--- config.mk ---
export PLATFORM = sky130hd
export DESIGN_NAME = div_sequencer
export DESIGN_NICKNAME = d
export VERILOG_FILES = /design/src/rtl/div_seq_pkg.sv /design/src/rtl/div_iter_counter.sv /design/src/rtl/div_sequencer.sv
export SDC_FILE = /design/constraint.sdc
export NUM_CORES = 1
export LEC_CHECK = 0
export ABC_CLOCK_PERIOD_IN_PS = 5050
export BUFFER_PORTS_ARGS = -buffer_cell sky130_fd_sc_hd__clkbuf_2
export CAP_MARGIN = 5
export CORE_AREA = 2 2 39 41
export DETAILED_ROUTE_END_ITERATION = 8
export DIE_AREA = 0 0 41 43
export SETUP_SLACK_MARGIN = 0.02
export SYNTH_ARGS = -nofsm -noshare
export SYNTH_HDL_FRONTEND = slang
export SYNTH_HIERARCHICAL = 1
export SYNTH_SLANG_ARGS = --single-unit
--- constraint.sdc ---
create_clock -name clk -period 5.05 [get_ports clk]
set_input_delay 0.505 -clock clk [delete_from_list [all_inputs] [get_ports clk]]
set_output_delay 0.505 -clock clk [all_outputs]
set_load 0.03 [all_outputs]
--- src/rtl/div_seq_pkg.sv ---
// Shared encodings and default sizing for the divider sequencer.
package div_seq_pkg;

  localparam int ITERATIONS_DEF = 24;
  localparam int CNT_W_DEF      = 5;

  typedef enum logic [1:0] {
    S_IDLE = 2'd0,
    S_INIT = 2'd1,
    S_ITER = 2'd2,
    S_DONE = 2'd3
  } state_t;

endpackage

--- src/rtl/div_iter_counter.sv ---
// Iteration counter: synchronous clear, increment, and terminal-count flag.
module div_iter_counter #(
  parameter int CNT_W      = 5,
  parameter int ITERATIONS = 24
) (
  input  logic             clk,
  input  logic             rst,
  input  logic             clear,
  input  logic             inc,
  output logic [CNT_W-1:0] count,
  output logic             last
);

  logic [CNT_W-1:0] count_reg;

  always_ff @(posedge clk or posedge rst) begin
    if (rst) begin
      count_reg <= '0;
    end else if (clear) begin
      count_reg <= '0;
    end else if (inc) begin
      count_reg <= count_reg + 1'b1;
    end
  end

  assign count = count_reg;
  assign last  = (count_reg == CNT_W'(ITERATIONS - 1));

endmodule

--- src/rtl/div_sequencer.sv ---
// Control FSM for the iterative mantissa divider (IDLE -> INIT -> ITER -> DONE).
// Optional early termination on a zero remainder: define DIV_SEQ_EARLY_TERM_EN.
module div_sequencer
  import div_seq_pkg::*;
#(
  parameter int ITERATIONS = ITERATIONS_DEF,
  parameter int CNT_W      = CNT_W_DEF
) (
  input  logic             clk,
  input  logic             rst,
  input  logic             in_valid,
  output logic             in_ready,
  input  logic             div_by_zero,
  input  logic             rem_zero,
  output logic             init_load,
  output logic             step_en,
  output logic [CNT_W-1:0] iter_count,
  output logic             busy,
  output logic             out_valid,
  input  logic             out_ready,
  output logic             dbz_flag
);

  state_t state_reg;
  state_t state_next;
  logic   dbz_reg;
  logic   dbz_set;
  logic   dbz_clr;
  logic   cnt_clear;
  logic   cnt_inc;
  logic   cnt_last;
  logic   early_stop;

`ifdef DIV_SEQ_EARLY_TERM_EN
  assign early_stop = rem_zero;
`else
  logic rem_zero_unused;
  assign rem_zero_unused = rem_zero;
  assign early_stop      = 1'b0;
`endif

  div_iter_counter #(
    .CNT_W      (CNT_W),
    .ITERATIONS (ITERATIONS)
  ) u_counter (
    .clk   (clk),
    .rst   (rst),
    .clear (cnt_clear),
    .inc   (cnt_inc),
    .count (iter_count),
    .last  (cnt_last)
  );

  always_ff @(posedge clk or posedge rst) begin
    if (rst) begin
      state_reg <= S_IDLE;
      dbz_reg   <= 1'b0;
    end else begin
      state_reg <= state_next;
      if (dbz_set) begin
        dbz_reg <= 1'b1;
      end else if (dbz_clr) begin
        dbz_reg <= 1'b0;
      end
    end
  end

  always_comb begin
    state_next = state_reg;
    cnt_clear  = 1'b0;
    cnt_inc    = 1'b0;
    dbz_set    = 1'b0;
    dbz_clr    = 1'b0;
    case (state_reg)
      S_IDLE: begin
        if (in_valid) begin
          if (div_by_zero) begin
            state_next = S_DONE;
            dbz_set    = 1'b1;
          end else begin
            state_next = S_INIT;
          end
        end
      end
      S_INIT: begin
        state_next = S_ITER;
        cnt_clear  = 1'b1;
      end
      S_ITER: begin
        // The count freezes on the final step so it records steps taken minus one.
        if (cnt_last || early_stop) begin
          state_next = S_DONE;
        end else begin
          cnt_inc = 1'b1;
        end
      end
      S_DONE: begin
        if (out_ready) begin
          state_next = S_IDLE;
          cnt_clear  = 1'b1;
          dbz_clr    = 1'b1;
        end
      end
      default: state_next = S_IDLE;
    endcase
  end

  assign in_ready  = (state_reg == S_IDLE);
  assign init_load = (state_reg == S_INIT);
  assign step_en   = (state_reg == S_ITER);
  assign busy      = (state_reg == S_INIT) || (state_reg == S_ITER);
  assign out_valid = (state_reg == S_DONE);
  assign dbz_flag  = dbz_reg;

endmodule
==> impl_metrics.env <==
export IMPL_netlist_area_sq_um=520
export IMPL_largest_reg_flops=5
export IMPL_grt_pass1_vias=373
export IMPL_finalCritPeriodShare=0.366
export IMPL_drv_cap=0
export IMPL_fin_skew_ns=0.000334
export IMPL_period_needed_ns=1.85
export IMPL_synthTopCellsByCount="dfrtp_1 (8), ha_1 (5), inv_1 (4), nor2_1 (4), mux2i_1 (3)"
export IMPL_finalWorstSetupSlack_ns=3.20
export IMPL_final_layout_size_suffix_gt1_frac=0.426
export IMPL_rsz0062_at_grt="no"
export IMPL_synth_warnings=6
export IMPL_track_usage=0.156
export IMPL_cp_end_kind="register"
export IMPL_die_area_sq_um=1760
export IMPL_htree_levels=1
export IMPL_die_h_um=43
export IMPL_cts_resized=0
export IMPL_slew_viol_final=0
export IMPL_wirelength_um=928
export IMPL_cts_sinks=8
export IMPL_clk_latency_ns=0.25
export IMPL_power_density_nw_per_um2=656
export IMPL_preCtsSetupSlack_ns=3.20
export IMPL_finalHoldViolCount=0
export IMPL_register_area_sq_um=200
export IMPL_holdBufCountCts=0
export IMPL_r2r_slack_ns=3.20
export IMPL_synth_area_leaders="dfrtp_1 (38%), ha_1 (12%), mux2i_1 (5.8%)"
export IMPL_cp_arrival_ns=1.98
export IMPL_r2r_start="u_counter/count[0]"
export IMPL_fill_cells=136
export IMPL_cp_required_ns=5.18
export IMPL_io_buffers=15
export IMPL_outcome="finished clean"
export IMPL_path_clk_slew_ns=0.05
export IMPL_tightest_slew_ns=0.426
export IMPL_worstHoldPathType="in2async"
export IMPL_antennaDiodeCount=0
export IMPL_routedWlPerCell_um=12.1
export IMPL_drt_initial_drc_count=5
export IMPL_antenna_found_initial=0
export IMPL_cts_max_path_buffers=2
export IMPL_die_x_um=41
export IMPL_power_uw=411
export IMPL_fin_setup_tns_ns=0
export IMPL_vias_per_cell=4.81
export IMPL_drt_pre_antenna_iters=3
export IMPL_fin_util=0.453
export IMPL_num_rows=14
export IMPL_max_freq_ghz=0.541
export IMPL_cts_tree="yes"
export IMPL_yosysTopAreaCellShare=0.385
export IMPL_syn_to_final_growth_pct=20.4
export IMPL_synth_edf_count=0
export IMPL_grt_ovfl_total=0
export IMPL_initial_utilization=0.376
export IMPL_multi_input_area_sq_um=294
export IMPL_ir_drop_mv=0.286
export IMPL_cts_root_buffer="clkbuf_4"
export IMPL_syn_area_per_cell_sq_um=11.8
export IMPL_ant_nets=0
export IMPL_netlist_instances=44
export IMPL_cts_buffers=3
export IMPL_place_congestion=0.694
export IMPL_io_pins=17
export IMPL_core_area_sq_um=1380
export IMPL_synth_most_common_cell="dfrtp_1"
export IMPL_yosys_area_top_type="dfrtp_1"
export IMPL_fin_cells=77
export IMPL_ys_seq_elements=8
export IMPL_worst_r2r_endpoint="u_counter/count[3]"
export IMPL_power_leakage_uw=0.000348
export IMPL_setup_viol=0
export IMPL_vias=370
export IMPL_rr_worst_depth=5
export IMPL_synth_fp_nets=55
export IMPL_yosysSeqAreaShare=0.385
export IMPL_ys_flop_type="dfrtp_1"
export IMPL_synthDistinctLibCells=21
export IMPL_numPlacedInstances=74
export IMPL_drcViolationCount=0
export IMPL_worstSetupPathType="reg2reg"
export IMPL_synthArstFlopShare=1.00
export IMPL_finalNetCount=74
export IMPL_dp_hpwl_um=763
export IMPL_post_cts_buffers=0
export IMPL_worstPathMaxFanout=7
export IMPL_grt_pass1_wl_mm=1.74
export IMPL_grt_max_degree=8
export IMPL_maxSlewHeadroom=0.715
export IMPL_start_kind="register"
[power by group]
group          switching [uW]  internal, uW  total (uW)  leakage (uW)
registers                21.2          85.9         107      0.000104
clock network            20.8          27.1        48.0     0.0000138
logic                     163          93.3         256      0.000231
total                     205           206         411      0.000348
[cell families after synthesis]
logic type,count (synthesis),share of synthesized area
simple gates,16,0.245
flops,8,0.385
buf+inv,5,0.0505
mux,5,0.115
fa+ha+maj,5,0.120
compound gates,4,0.0673
xor+xnor,1,0.0168
[worst max path at each step]
stage                       startpoint                  to  slack, ns  cells past startpoint
global route        u_counter/count[0]  u_counter/count[3]       3.06                      5
floorplan           u_counter/count[0]  u_counter/count[3]       3.19                      6
finish              u_counter/count[0]  u_counter/count[3]       3.20                      5
CTS                 u_counter/count[0]  u_counter/count[3]       3.19                      5
global placement    u_counter/count[0]  u_counter/count[4]       3.23                      5
detailed placement  u_counter/count[0]  u_counter/count[3]       3.20                      5
[stage by stage]
| stage | hold slack [ns] | area (sq um) |
|---|---|---|
| 2_1_floorplan | 0.259 | 520 |
| 3_3_place_gp | 0.377 | 604 |
| 3_5_place_dp | 0.371 | 604 |
| 4_1_cts | 0.0967 | 627 |
| 5_1_grt | 0.0894 | 627 |
| 6_report | 0.102 | 627 |
[per-layer routing]
metal  wire, um  vias to the layer above  global-route usage
met5          0                        -                   0
met4         33                        0               0.100
met3         34                        4              0.0785
met2        463                        7               0.191
met1        397                      172               0.208
li1           -                      187                   -
[critical path, stage by stage, from the launching register on]
cell,delay [ns]
dfrtp_1,0.42
ha_1,0.26
and4b_1,0.20
nor2b_2,0.37
nand4_2,0.16
mux2_4,0.32
[layout make-up]
| cell class | count | share of cell area |
|---|---|---|
| multi-input cells | 31 | 0.469 |
| inverters | 4 | 0.0240 |
| clock buffers | 3 | 0.0359 |
| flip-flops and latches | 8 | 0.319 |
| well taps | 16 | 0.0319 |
| repair buffers | 15 | 0.120 |
[cells in the final DEF (no fill, tap or decap)]
master / count
a21bo_1: 1
a21oi_1: 1
a32o_1: 1
and4b_1: 1
clkbuf_2: 15
clkbuf_4: 3
dfrtp_1: 8
ha_1: 5
inv_1: 4
mux2_4: 2
mux2i_1: 3
nand2_1: 1
nand2b_1: 1
nand3b_1: 1
nand4_2: 2
nor2_1: 4
nor2b_1: 2
nor2b_2: 2
nor2b_4: 1
nor3_4: 1
o32a_1: 1
xnor2_1: 1
Note: power is estimated with default switching activity, not from simulation.
